<file path="src/rtl/axis_uart_rx_fifo.sv">
// ----------------------------------------------------------------------------
// axis_uart_rx_fifo
//
// Parametrised UART receiver feeding a first-word-fall-through FIFO on an
// AXI-Stream master port. The line is oversampled 16x. Each bit is the
// majority of samples 7, 8 and 9. A start bit that is not still low at its
// mid-point is rejected as a glitch. Every completed frame is pushed with
// its parity/framing flags. If the FIFO is full, the word is dropped and
// 'overrun' pulses for one cycle.
//
// Ports:
//   aclk          - clock
//   areset        - synchronous active-high reset
//   uart_rx       - asynchronous serial input, idle high
//   m_axis_tdata  - received word, LSB = first bit on the line
//   m_axis_tuser  - [0] parity error, [1] framing error
//   m_axis_tvalid - FIFO not empty
//   m_axis_tready - downstream ready
//   overrun       - one-cycle pulse when a completed word is dropped
//   fifo_level    - number of words currently stored
// ----------------------------------------------------------------------------
module axis_uart_rx_fifo #(
    parameter int CLOCK     = 100_000_000,
    parameter int BAUD_RATE = 115200,
    parameter int DATA_BITS = 8,
    parameter int PARITY    = 0,
    parameter int STOP_BITS = 1,
    parameter int DEPTH     = 16
) (
    input  logic                     aclk,
    input  logic                     areset,
    input  logic                     uart_rx,
    output logic [DATA_BITS-1:0]     m_axis_tdata,
    output logic [1:0]               m_axis_tuser,
    output logic                     m_axis_tvalid,
    input  logic                     m_axis_tready,
    output logic                     overrun,
    output logic [$clog2(DEPTH):0]   fifo_level
);

    // Rounded divider from aclk to the 16x oversampling tick.
    localparam int DIV = (CLOCK + 8 * BAUD_RATE) / (16 * BAUD_RATE);
    localparam int TW  = (DIV > 1) ? $clog2(DIV) : 1;
    localparam int AW  = $clog2(DEPTH);
    localparam int WW  = DATA_BITS + 2;

    localparam logic [TW-1:0] TICK_LAST  = TW'(DIV - 1);
    localparam logic [AW:0]   DEPTH_LVL  = (AW + 1)'(DEPTH);
    localparam logic [3:0]    DATA_LAST  = 4'(DATA_BITS - 1);
    localparam logic [3:0]    STOP_LAST  = 4'(STOP_BITS - 1);
    localparam logic          ODD_PARITY = (PARITY == 1);
    localparam logic          HAS_PARITY = (PARITY != 0);

    typedef enum logic [2:0] {
        ST_WAIT_HIGH,
        ST_IDLE,
        ST_START,
        ST_DATA,
        ST_PARITY,
        ST_STOP
    } state_t;

    function automatic logic majority3(input logic a, input logic b, input logic c);
        return (a & b) | (a & c) | (b & c);
    endfunction

    // Error when the data/parity ones-count does not match the selected mode.
    function automatic logic parity_error(input logic [DATA_BITS-1:0] data, input logic pbit);
        return ((^data) ^ pbit) != ODD_PARITY;
    endfunction

    // ---------------- synchroniser / edge detect / tick ---------------------
    logic [1:0]    sync_r;
    logic          rx_prev_r;
    logic [1:0]    settle_r;
    logic          rx_s;
    logic          fall_s;
    logic [TW-1:0] tick_cnt_r;
    logic          tick_s;

    state_t                 state_r;
    logic [3:0]             samp_cnt_r;
    logic                   s7_r;
    logic                   s8_r;
    logic [DATA_BITS-1:0]   shreg_r;
    logic [3:0]             bit_cnt_r;
    logic                   perr_r;
    logic                   ferr_r;
    logic                   vote_s;
    logic                   vote_tick_s;
    logic                   push_req_s;
    logic [WW-1:0]          word_s;

    assign rx_s        = sync_r[1];
    assign fall_s      = rx_prev_r & ~rx_s;
    assign tick_s      = (tick_cnt_r == TICK_LAST);
    assign vote_tick_s = tick_s & (samp_cnt_r == 4'd9);
    assign vote_s      = majority3(s7_r, s8_r, rx_s);

    // Two-flop synchroniser (preset high) plus one delayed copy for edge detection.
    // settle_r keeps WAIT_HIGH from trusting the preset value before the
    // chain has been refilled from the pin after a reset.
    always_ff @(posedge aclk) begin
        if (areset) begin
            sync_r    <= 2'b11;
            rx_prev_r <= 1'b1;
            settle_r  <= 2'b00;
        end else begin
            sync_r    <= {sync_r[0], uart_rx};
            rx_prev_r <= rx_s;
            settle_r  <= {settle_r[0], 1'b1};
        end
    end

    // Oversampling tick counter; realigned to the detected start edge.
    always_ff @(posedge aclk) begin
        if (areset) begin
            tick_cnt_r <= TW'(0);
        end else if ((state_r == ST_IDLE) && fall_s) begin
            tick_cnt_r <= TW'(0);
        end else if (tick_s) begin
            tick_cnt_r <= TW'(0);
        end else begin
            tick_cnt_r <= tick_cnt_r + TW'(1);
        end
    end

    // The frame is pushed on the last stop-bit vote, so the FIFO sees it
    // in the same cycle and tvalid can rise on the next one.
    assign push_req_s = (state_r == ST_STOP) && vote_tick_s && (bit_cnt_r == STOP_LAST);
    assign word_s     = {ferr_r | ~vote_s, perr_r, shreg_r};

    // Receiver FSM with its sample, shift and error registers.
    always_ff @(posedge aclk) begin
        if (areset) begin
            state_r    <= ST_WAIT_HIGH;
            samp_cnt_r <= 4'd0;
            s7_r       <= 1'b1;
            s8_r       <= 1'b1;
            shreg_r    <= {DATA_BITS{1'b0}};
            bit_cnt_r  <= 4'd0;
            perr_r     <= 1'b0;
            ferr_r     <= 1'b0;
        end else begin
            if (tick_s) begin
                samp_cnt_r <= samp_cnt_r + 4'd1;
                if (samp_cnt_r == 4'd7) begin
                    s7_r <= rx_s;
                end else if (samp_cnt_r == 4'd8) begin
                    s8_r <= rx_s;
                end
            end
            case (state_r)
                ST_WAIT_HIGH: begin
                    if (settle_r[1] && rx_s) begin
                        state_r <= ST_IDLE;
                    end
                end
                ST_IDLE: begin
                    if (fall_s) begin
                        state_r    <= ST_START;
                        samp_cnt_r <= 4'd0;
                    end
                end
                ST_START: begin
                    if (vote_tick_s) begin
                        if (!vote_s) begin
                            state_r   <= ST_DATA;
                            bit_cnt_r <= 4'd0;
                            perr_r    <= 1'b0;
                            ferr_r    <= 1'b0;
                        end else begin
                            state_r <= ST_IDLE;
                        end
                    end
                end
                ST_DATA: begin
                    if (vote_tick_s) begin
                        shreg_r <= {vote_s, shreg_r[DATA_BITS-1:1]};
                        if (bit_cnt_r == DATA_LAST) begin
                            bit_cnt_r <= 4'd0;
                            if (HAS_PARITY) begin
                                state_r <= ST_PARITY;
                            end else begin
                                state_r <= ST_STOP;
                            end
                        end else begin
                            bit_cnt_r <= bit_cnt_r + 4'd1;
                        end
                    end
                end
                ST_PARITY: begin
                    if (vote_tick_s) begin
                        perr_r    <= parity_error(shreg_r, vote_s);
                        bit_cnt_r <= 4'd0;
                        state_r   <= ST_STOP;
                    end
                end
                ST_STOP: begin
                    if (vote_tick_s) begin
                        if (bit_cnt_r == STOP_LAST) begin
                            bit_cnt_r <= 4'd0;
                            // A low last stop bit means break/low line: wait for idle.
                            if (vote_s) begin
                                state_r <= ST_IDLE;
                            end else begin
                                state_r <= ST_WAIT_HIGH;
                            end
                        end else begin
                            ferr_r    <= ferr_r | ~vote_s;
                            bit_cnt_r <= bit_cnt_r + 4'd1;
                        end
                    end
                end
                default: begin
                    state_r <= ST_WAIT_HIGH;
                end
            endcase
        end
    end

    // ---------------- FWFT FIFO ---------------------------------------------
    logic [WW-1:0] mem_r [DEPTH];
    logic [AW-1:0] wr_ptr_r;
    logic [AW-1:0] rd_ptr_r;
    logic [AW:0]   count_r;
    logic          tvalid_r;
    logic [WW-1:0] head_r;
    logic          overrun_r;

    logic          pop_s;
    logic          full_s;
    logic          push_ok_s;
    logic [AW:0]   count_nxt_s;
    logic [AW-1:0] rd_ptr_inc_s;
    logic [WW-1:0] head_nxt_s;

    // Next-state for level and the registered head word. The head is taken
    // straight from the incoming word when it becomes the only entry, since
    // the memory slot is not written until the same edge.
    always_comb begin
        pop_s        = tvalid_r & m_axis_tready;
        full_s       = (count_r == DEPTH_LVL);
        push_ok_s    = push_req_s & (~full_s | pop_s);
        count_nxt_s  = count_r + (AW + 1)'(push_ok_s) - (AW + 1)'(pop_s);
        rd_ptr_inc_s = rd_ptr_r + AW'(1);
        head_nxt_s   = head_r;
        if (push_ok_s && ((count_r == (AW + 1)'(0)) || (pop_s && (count_r == (AW + 1)'(1))))) begin
            head_nxt_s = word_s;
        end else if (pop_s && (count_r > (AW + 1)'(1))) begin
            head_nxt_s = mem_r[rd_ptr_inc_s];
        end else begin
            head_nxt_s = head_r;
        end
    end

    // FIFO storage; contents need no reset because pointers and level do.
    always_ff @(posedge aclk) begin
        if (push_ok_s && !areset) begin
            mem_r[wr_ptr_r] <= word_s;
        end
    end

    // FIFO pointers, level and registered AXIS outputs.
    always_ff @(posedge aclk) begin
        if (areset) begin
            wr_ptr_r  <= AW'(0);
            rd_ptr_r  <= AW'(0);
            count_r   <= (AW + 1)'(0);
            tvalid_r  <= 1'b0;
            head_r    <= {WW{1'b0}};
            overrun_r <= 1'b0;
        end else begin
            if (push_ok_s) begin
                wr_ptr_r <= wr_ptr_r + AW'(1);
            end
            if (pop_s) begin
                rd_ptr_r <= rd_ptr_inc_s;
            end
            count_r   <= count_nxt_s;
            tvalid_r  <= (count_nxt_s != (AW + 1)'(0));
            head_r    <= head_nxt_s;
            overrun_r <= push_req_s & full_s & ~pop_s;
        end
    end

    assign m_axis_tdata  = head_r[DATA_BITS-1:0];
    assign m_axis_tuser  = head_r[WW-1:DATA_BITS];
    assign m_axis_tvalid = tvalid_r;
    assign overrun       = overrun_r;
    assign fifo_level    = count_r;

endmodule

</file>
<file path="config.mk">
export PLATFORM = sky130hd
export DESIGN_NAME = axis_uart_rx_fifo
export DESIGN_NICKNAME = d
export VERILOG_FILES = /design/src/rtl/axis_uart_rx_fifo.sv
export SDC_FILE = /design/constraint.sdc
export NUM_CORES = 1
export LEC_CHECK = 0
export ABC_AREA = 1
export CAP_MARGIN = 40
export CORE_MARGIN = 4
export CORE_UTILIZATION = 50
export CTS_BUF_LIST = sky130_fd_sc_hd__clkbuf_16
export DETAILED_ROUTE_END_ITERATION = 10
export PLACE_DENSITY = 0.67
export SLEW_MARGIN = 20
export SYNTH_ARGS = -nofsm -noshare
export SYNTH_HDL_FRONTEND = slang
export SYNTH_SLANG_ARGS = --single-unit
</file>
<file path="constraint.sdc">
create_clock -name aclk -period 2.4 [get_ports aclk]
set_clock_uncertainty 0.05 [all_clocks]
set_input_delay 0.36 -clock aclk [delete_from_list [all_inputs] [get_ports aclk]]
set_output_delay 0.36 -clock aclk [all_outputs]
set_load 0.03 [all_outputs]
</file>
======== After elaboration in Yosys (flattened, before gate mapping) ========
Memory sizes are Yosys's and may differ from the RTL's.
Cells that the tools add are included.
cells by class
  add/sub/neg operators ................... 7
  magnitude comparators ................... 1
  equal/unequal tests ..................... 22
  muxes and demuxes ....................... 34
  bitwise logic cells ..................... 19
  reduce and logical (&&, ||, !) cells .... 27
operator list
  kind                                                                             count
  4-bit 2-to-1 mux                                                                 10
  3-bit 2-to-1 mux                                                                 8
  10-bit 2-to-1 mux                                                                2
  2-bit != test, second input constant                                             9
  3-bit one-hot mux with 6 select lines                                            1
  4-bit by 1-bit adder with 4-bit output, second input constant                    4
  4-bit one-hot mux with 4 select lines                                            1
  1-bit AND                                                                        9
  1-bit 2-to-1 mux                                                                 9
  4-bit by 3-bit == test with 1-bit output, second input constant                  2
  4-bit == test, second input constant                                             2
  1-bit logical AND                                                                8
  8-bit AND reduction                                                              1
  8-bit parity                                                                     1
  6-bit by 1-bit adder with 6-bit output, second input constant                    1
  3-bit by 2-bit == test with 1-bit output, second input constant                  2
  3-bit == test, second input constant                                             2
  6-bit == test, second input constant                                             1
  6-bit AND reduction                                                              1
  2-bit nonzero test                                                               3
  5-bit by 1-bit adder with 5-bit output                                           1
  5-bit by 1-bit == test with 1-bit output, second input constant                  1
  5-bit == test, second input constant                                             1
  5-bit by 1-bit greater-than comparator with 1-bit output, second input constant  1
  20 further kinds                                                                 29
storage, ports and cells
  flip-flop bits (word level) ............. 59
  RAM bits ................................ 160
  input port bits ......................... 4
  output and inout port bits .............. 17
  word-level logic and storage cells ...... 130
  memories kept ........................... 1
memories
  name   depth  width  rd ports  clocked after memory_dff  wr ports  RTL line  text
  mem_r  16     10     1         0                         1         223       logic [WW-1:0] mem_r [DEPTH];

======== Depth between registers and ports, before layout ========
Gate-level depths: netlist of the first run.
  word-level depth ........................ 8
  mapped depth ............................ 16
  gate-level depth less buffers ........... 16

======== Worst setup path after synthesis of the first run ========
Ideal clock, no wire load.
  path kind ............................... register -> register
  from .................................... reg count_r[2] (netlist: fifo_level[2])
  to ...................................... reg tvalid_r (netlist: m_axis_tvalid)
  setup time .............................. 0.139 ns
  arrival ................................. 2.441 ns
  data required time ...................... 2.211 ns
  slack ................................... -0.229 ns
  cell stages (with the launch flop) ...... 14
  cells stage by stage .................... dfxtp_1 > inv_1 > ha_1 > nand4_4 > inv_1 > nor2_8 > inv_1 > o21ai_0 > ha_1 > fa_1 > a21oi_1 > o21bai_1 > xor2_1 > a31oi_1
on the way
  word-level cells in the longest chain between the ends .. 7
RTL lines
  element                                          RTL line  text
  start, declared                                  226       logic [AW:0] count_r;
  start signal, assigned                           269       count_r <= (AW + 1)'(0);
  start signal, assigned                           280       count_r <= count_nxt_s;
  5-bit == test                                    243       full_s = (count_r == DEPTH_LVL);
  1-bit NOT                                        244       push_ok_s = push_req_s & (~full_s | pop_s);
  1-bit bitwise OR                                 244
  1-bit AND                                        244
  5-bit by 1-bit adder with 5-bit output (*)       245       count_nxt_s = count_r + (AW + 1)'(push_ok_s) - (AW + 1)'(pop_s);
  5-bit by 1-bit subtractor with 5-bit output (*)  245
  5-bit nonzero test (*)                           281       tvalid_r <= (count_nxt_s != (AW + 1)'(0));
  end signal, assigned                             281
  end, declared                                    227       logic tvalid_r;
Mark *: on every way between the ends. The rest lies on a longest branch, timed or not.
A chain may end at the register's enable or synchronous reset.

======== Final worst setup path of the first run ========
  from .................................... reg tick_cnt_r[1]
  to ...................................... reg tvalid_r (netlist: m_axis_tvalid)
on the way
  word-level cells in the longest chain between the ends .. 8
RTL lines
  element                                      RTL line  text
  start, declared                              78        logic [TW-1:0] tick_cnt_r;
  start signal, assigned                       124       tick_cnt_r <= tick_cnt_r + TW'(1);
  6-bit == test                                96        assign tick_s = (tick_cnt_r == TICK_LAST);
  1-bit AND                                    97        assign vote_tick_s = tick_s & (samp_cnt_r == 4'd9);
  1-bit logical AND (2 in a row)               130       assign push_req_s = (state_r == ST_STOP) && vote_tick_s && (bit_cnt_r == STOP_LAST);
  1-bit AND                                    244
  5-bit by 1-bit adder with 5-bit output       245
  5-bit by 1-bit subtractor with 5-bit output  245
  5-bit nonzero test                           281
No other way between the ends.

==> summary.md, run 1 <==
| Metric | Value |
|---|---|
| Die Width | `149 um` |
| CP Capture Type | `flop` |
| TritonCTS Buffers | `24` |
| Final setup fails | `0` |
| Yosys top cell area share | `48.5%` |
| Dpl cell area | `10800 um2` |
| Comb power frac | `24.5%` |
| Non-Filler Instances | `1387` |
| HPWL Detailed | `14400 um` |
| Largest net degree at the start of global routing | `65` |
| ANT cells | `0` |
| Final Hold Fails | `0` |
| Htree depth | `1` |
| CP required | `2.74 ns` |
| Max frequency | `433 MHz` |
| Filler cell count | `1648` |
| Pre-antenna DRT Iters | `5` |
| Synthesis-to-finish area growth | `16.7%` |
| Final non-filler cell area | `11600 um2` |
| Ys async rst share | `0%` |
| Power Density | `868 nW/um2` |
| Hold slack final | `0.354 ns` |
| WP data arrival | `2.65 ns` |
| Detail Route Antenna Nets | `0` |
| Syn nets | `1057` |
| Crit path launch type | `flop` |
| Die Y-Extent | `149 um` |
| Clock Sink Count | `219` |
| Worst-margin pin slew | `0.683 ns` |
| Synth cell types | `45` |
| Die Area | `22100 um2` |
| Post-synth top flop | `edfxtp_1` |
| Net Sw Frac | `31.0%` |
| Core Util, Final | `59.4%` |
| Post-Place Cells | `1338` |
| Final worst path period need | `2.31 ns` |
| Via-to-Cell Ratio | `5.05` |
| Rows | `51` |
| I/O Buffers | `20` |
| Slew Limit Fails | `0` |
| First-pass GRT wire length | `35000 um` |
| Clock power share | `33.2%` |
| CTS tree | `built` |
| Ratio of cells with drive above 1 in the final layout | `14.9%` |
| Number of synthesized flops with an enable pin | `160` |
| Flops & latches, synth | `219` |
| IO Count | `21` |
| RSZ-0062 raised after global routing | `yes` |
| Hold_buf cts | `0` |
| Cell Area, Synth | `9900 um2` |
| Slew HR | `54.0%` |
| Hold crit path type | `flop to flop` |
| Power Internal | `6.92 mW` |
| Syn Inst Count | `1032` |
| Sequential share of power | `42.3%` |
| Initial DRC count | `452` |
| Peak VDD IR | `0.645 mV` |
| DRC | `0` |
| Nets | `1129` |
| Crit-path max FO | `3` |
| Status | `finished, final reports clean` |
| Number of global-route vias before repair | `6562` |
| Initial antenna violation count | `0` |
| GRT Overall Usage | `20.2%` |
| Crit Path Class | `flop to flop` |
| Starting Density | `50.9%` |
| Period utilization | `96.2%` |
| Reg clk slew, reported paths | `0.06 ns` |
| YS warnings | `0` |
| Total net switching power | `3.11 mW` |
| Vias | `7006` |
| Post-synthesis sequential area ratio | `60.5%` |
| Synth top area cells | `edfxtp_1 (49%), dfxtp_1 (12%), nand2_1 (11%)` |
| Floorplan Core Area | `19500 um2` |
| Leak | `4.93 nW` |
| Avg Synthesized Cell Area | `9.59 um2` |
| Remaining global-route overflow | `0` |
| Cell taking the most area after synthesis | `edfxtp_1` |
| Deepest clock path buffer count | `3` |
| Routed WL | `22000 um` |
| Total power | `10.0 mW` |
| Final GP Congestion | `0.889` |
| CTS Root Cell | `clkbuf_16` |
| Average wire per standard cell | `15.9 um` |
| Worst skew pair latency | `0.51 ns` |
| Maxcap violations | `0` |
## metal layers
metal / vias up / global-route usage (%) / wire length [um]
met3: 53 / 3.44 / 1160
met4: 0 / 7.67 / 940
li1: 3552 / - / -
met2: 137 / 34.1 / 10600
met5: - / 0 / 0
met1: 3264 / 26.3 / 9310
## layout make-up
cell class	count	area (um2)	area share, %
clock buffer	24	601	5.20
clock inverter	20	116	1.01
inverter	103	393	3.40
multi-input combinational	671	3410	29.5
sequential	219	5990	51.9
tap	265	332	2.87
timing repair buffer	85	713	6.17
## what timing repair did
action / 4_1_cts / 5_1_grt
setup endpoints to repair: 1 / 3
pin swaps: 2 / 14
setup buffers: 1 / 4
gates resized for setup: 0 / 12
## power by group through the flow
stage | clock [mW] | sequential [mW] | combinational [mW]
finish | 3.33 | 4.24 | 2.46
global route | 3.54 | 4.26 | 2.74
CTS | 3.40 | 4.24 | 2.43
detailed placement | 0 | 4.32 | 2.42
global placement | 0 | 4.32 | 2.39
floorplan | 0 | 4.41 | 1.58
## cells by family (layout without fill, tap and decap cells)
logic type,after synthesis,after routing,synth area share [%]
xor gates and xnor gates,15,15,1.48
adders and majority gates,21,21,2.73
DFF,219,219,60.5
buffers and inverters,142,232,5.87
and+or+nand+nor,538,538,24.1
AOI/OAI and AO/OA,97,97,5.36
## worst max-delay path, stage by stage, from the launching register on
cell and delay, ns:
dfxtp_2 0.33, inv_2 0.06, ha_4 0.14, nand3_4 0.08
nor2_4 0.12, nand2_4 0.09, nor2_8 0.10, inv_4 0.06
nor2_8 0.08, inv_2 0.04, o21ai_2 0.13, ha_2 0.20
fa_2 0.22, a21oi_2 0.05, o21bai_1 0.16, xor2_1 0.20
a31oi_1 0.10
## layout by cell type, fill, tap and decap left out, types with 4 or more instances in the layout
cell,Yosys,final
a21oi_1,30,29
a21oi_2,5,6
buf_4,4,63
clkbuf_16,0,24
clkdlybuf4s50_1,0,20
clkinv_1,0,9
dfxtp_1,59,53
dfxtp_2,0,6
edfxtp_1,160,160
ha_1,20,16
inv_1,94,93
inv_2,7,14
nand2_1,284,282
nand2_2,7,8
nand2_4,3,4
nand3_1,103,102
nand3_2,5,5
nand4_1,7,7
nor2_1,107,106
nor2_4,4,5
o21ai_0,49,48
xnor2_1,5,5
xor2_1,8,8
## through the flow
stage	worst slack [ns]	TNS [ns]
2_1_floorplan	0.00467	0
3_3_place_gp	-0.142	-0.242
3_5_place_dp	-0.164	-0.277
4_1_cts	0.0117	0
5_1_grt	-0.0860	-0.127
6_report	0.0909	0
## path summary, 6_finish.rpt
kind | start | to | slack (ns) | cells after the start
max | tick_cnt_r[1] | m_axis_tvalid | 0.09 | 16
min | settle_r[0] | settle_r[1] | 0.35 | 2
max reg2reg | tick_cnt_r[1] | m_axis_tvalid | 0.09 | 16
min reg2reg | settle_r[0] | settle_r[1] | 0.35 | 2
## synthesized netlist by cell type, types with 2 or more instances
cell type / n
nor2_8: 2
nand3_2: 5
nand3_1: 103
xnor2_1: 5
a21oi_1: 30
a31oi_1: 2
nand2_4: 3
inv_1: 94
a21oi_2: 5
nor2_4: 4
inv_2: 7
nor2_1: 107
dfxtp_1: 59
nand4_1: 7
nor2_2: 3
nand2_2: 7
nand2_1: 284
edfxtp_1: 160
o21ai_1: 3
a211oi_1: 2
buf_4: 4
ha_1: 20
o21ai_0: 49
nor3b_1: 2
xor2_1: 8
buf_2: 17
clkbuf_1: 16
or2_2: 3
nand4_4: 2
nor3_1: 4
## registers in the layout (all words and copies together), names as in the netlist, 4 cells and up
| register | count |
|---|---|
| bit_cnt_r | 4 |
| fifo_level | 5 |
| head_r | 10 |
| mem_r | 160 |
| rd_ptr_r | 4 |
| samp_cnt_r | 4 |
| shreg_r | 8 |
| tick_cnt_r | 6 |
| wr_ptr_r | 4 |
(Power assumes the default switching activity.)
==> inputs of run 2 (changes only) <==
- PLACE_DENSITY: 0.67 -> 0.64
- clock period: 2.4 -> 2.8 ns (I/O delays scaled with it)
==> summary.md, run 2 (synthesis results as in run 1) <==
| Metric | Value |
|---|---|
| Crit-path max FO | `5 (+2)` |
| Net Sw Frac | `30.9% (-0.097 points)` |
| CTS tree | `built` |
| Via-to-Cell Ratio | `5.10 (+0.93%)` |
| Period utilization | `91.5% (-4.7 points)` |
| Pre-antenna DRT Iters | `5 (unchanged)` |
| Dpl ws | `0.0362 ns (+0.200 ns)` |
| CP Capture Type | `flop` |
| Leak | `4.84 nW (-1.8%)` |
| First-pass GRT wire length | `35600 um (+1.6%)` |
| Hold_buf cts | `0 (unchanged)` |
| CTS Root Cell | `clkbuf_16` |
| Reg clk slew, reported paths | `0.05 ns (about the same)` |
| Commonest non-fill, non-tap cell in the layout | `nand2_1` |
| Worst skew pair latency | `0.51 ns (about the same)` |
| Max frequency | `390 MHz (-9.9%)` |
| Nets | `1110 (-1.7%)` |
| ANT cells | `0 (unchanged)` |
| I/O Buffers | `20 (unchanged)` |
| Final setup fails | `0 (unchanged)` |
| TNS Setup | `0 ns (unchanged)` |
| Detail Route Antenna Nets | `0 (unchanged)` |
| Initial DRC count | `482 (+6.6%)` |
| Final Hold Fails | `0 (unchanged)` |
| Average wire per standard cell | `16.5 um (+3.8%)` |
| Deepest clock path buffer count | `3 (unchanged)` |
| Worst-margin pin slew | `0.736 ns (+0.0524 ns)` |
| Dpl cell area | `10600 um2 (-1.8%)` |
| Remaining global-route overflow | `0 (unchanged)` |
| Ratio of cells with drive above 1 in the final layout | `12.2% (-2.6 points)` |
| Power Density | `756 nW/um2 (-13%)` |
| CP required | `3.13 ns (+0.39 ns)` |
| Die Area | `22100 um2 (unchanged)` |
| Slew Limit Fails | `0 (unchanged)` |
| Final GP Congestion | `0.857 (-3.5%)` |
| Slew HR | `50.9% (-3.1 points)` |
| Initial antenna violation count | `0 (unchanged)` |
| Hold crit path type | `flop to flop` |
| Power Internal | `5.94 mW (-14%)` |
| Rows | `51 (unchanged)` |
| Final non-filler cell area | `11400 um2 (-1.7%)` |
| Largest regs | `mem_r x160, head_r x10, shreg_r x8` |
| WP data arrival | `2.89 ns (+0.24 ns)` |
| Commonest non-fill, non-tap cells in the layout | `nand2_1 (284), edfxtp_1 (160), nor2_1 (106)` |
| Status | `finished, final reports clean` |
| Comb power frac | `23.2% (-1.3 points)` |
| RSZ-0062 raised after global routing | `no` |
| TritonCTS Buffers | `24 (unchanged)` |
| Crit Path Class | `flop to flop` |
| Vias | `6974 (-0.46%)` |
| Routed WL | `22500 um (+2.4%)` |
| Clock Sink Count | `219 (unchanged)` |
| Number of global-route vias before repair | `6634 (+1.1%)` |
| HPWL Detailed | `14700 um (+2.0%)` |
| Total power | `8.60 mW (-14%)` |
| Total net switching power | `2.66 mW (-15%)` |
| Core Util, Final | `58.4% (-0.98 points)` |
| Largest net degree at the start of global routing | `82 (+26%)` |
| Die Width | `149 um (unchanged)` |
| IO Count | `21 (unchanged)` |
| Sequential share of power | `42.3% (about the same)` |
| Max FFs per register | `160 (unchanged)` |
| Peak VDD IR | `0.573 mV (-11%)` |
| Final worst path period need | `2.56 ns (+0.252 ns)` |
| Floorplan Core Area | `19500 um2 (unchanged)` |
| Starting Density | `50.9% (unchanged)` |
| Maxcap violations | `0 (unchanged)` |
| Top reg by flops | `mem_r` |
| Die Y-Extent | `149 um (unchanged)` |
| Crit path launch type | `flop` |
| GRT Overall Usage | `20.5% (+0.31 points)` |
| DRC | `0 (unchanged)` |
| Fin worst setup slack | `0.238 ns (+0.148 ns)` |
| Synthesis-to-finish area growth | `14.8%` |
| Clock power share | `34.4% (+1.2 points)` |
| Htree depth | `1 (unchanged)` |
[run 2: changes by cell type in the layout (fill, tap and decap cells not counted), moves of 2 or more]
cell      change
dfxtp_2       -4
inv_1         +6
clkinv_1      -5
dfxtp_1       +4
inv_2         -7
clkinv_2      +6
ha_4          -2
nand2_1       +2
ha_1          +3
buf_4        -18
[run 2: cell type report]
type / instances / area (um2)
clock buffer: 24 / 601
tap: 265 / 332
fill: 1700 / 8100
sequential: 219 / 5990
multi-input combinational: 671 / 3340
clock inverter: 20 / 150
timing repair buffer: 66 / 558
inverter: 103 / 390
[run 2: worst max-delay path, stage by stage, from the launching register on]
cell	delay, ns
dfxtp_1	0.32
inv_1	0.06
ha_1	0.16
nand3_1	0.12
nor2_4	0.19
nand2_4	0.11
nor2_8	0.13
inv_4	0.05
nor2_8	0.07
inv_1	0.04
o21ai_0	0.16
ha_2	0.22
fa_2	0.45
nor3_2	0.19
a31oi_1	0.09
[run 2: what timing repair did]
action / CTS / global route
endpoints found under the setup margin: 0 / 2
gates resized for setup: 0 / 5
buffers inserted: 0 / 3
endpoints found under the hold margin: 0 / 0
[run 2: power groups by stage]
stage	clock network (mW)	registers, mW	logic [mW]
after floorplan	0	3.78	1.33
after detailed placement	0	3.70	1.98
after global placement	0	3.70	1.97
final	2.96	3.64	2.00
after global routing	3.18	3.65	2.22
after CTS	3.01	3.64	1.99
[run 2: per-stage QoR]
step / instances / hold WS, ns
global route: 1368 / 0.380
finish: 1368 / 0.365
detailed placement: 1321 / 0.349
floorplan: 1032 / 0.338
CTS: 1365 / 0.367
global placement: 1321 / 0.344
[run 2: worst paths after layout]
kind                                       to  slack (ns)     startpoint  cells past startpoint
worst max-delay path            m_axis_tvalid        0.24  tick_cnt_r[1]                     14
worst max register to register  m_axis_tvalid        0.24  tick_cnt_r[1]                     14
worst min register to register    settle_r[1]        0.36    settle_r[0]                      2
worst min-delay path              settle_r[1]        0.36    settle_r[0]                      2
[run 2: layer usage]
metal	up-vias	part of all wire [%]	global-route usage, %	routed length [um]
li1	3522	-	-	-
met1	3275	44	27.2	9870
met2	145	50	35.7	11200
met3	32	4.3	3.11	970
met4	0	2.2	4.76	496
met5	-	0	0	0
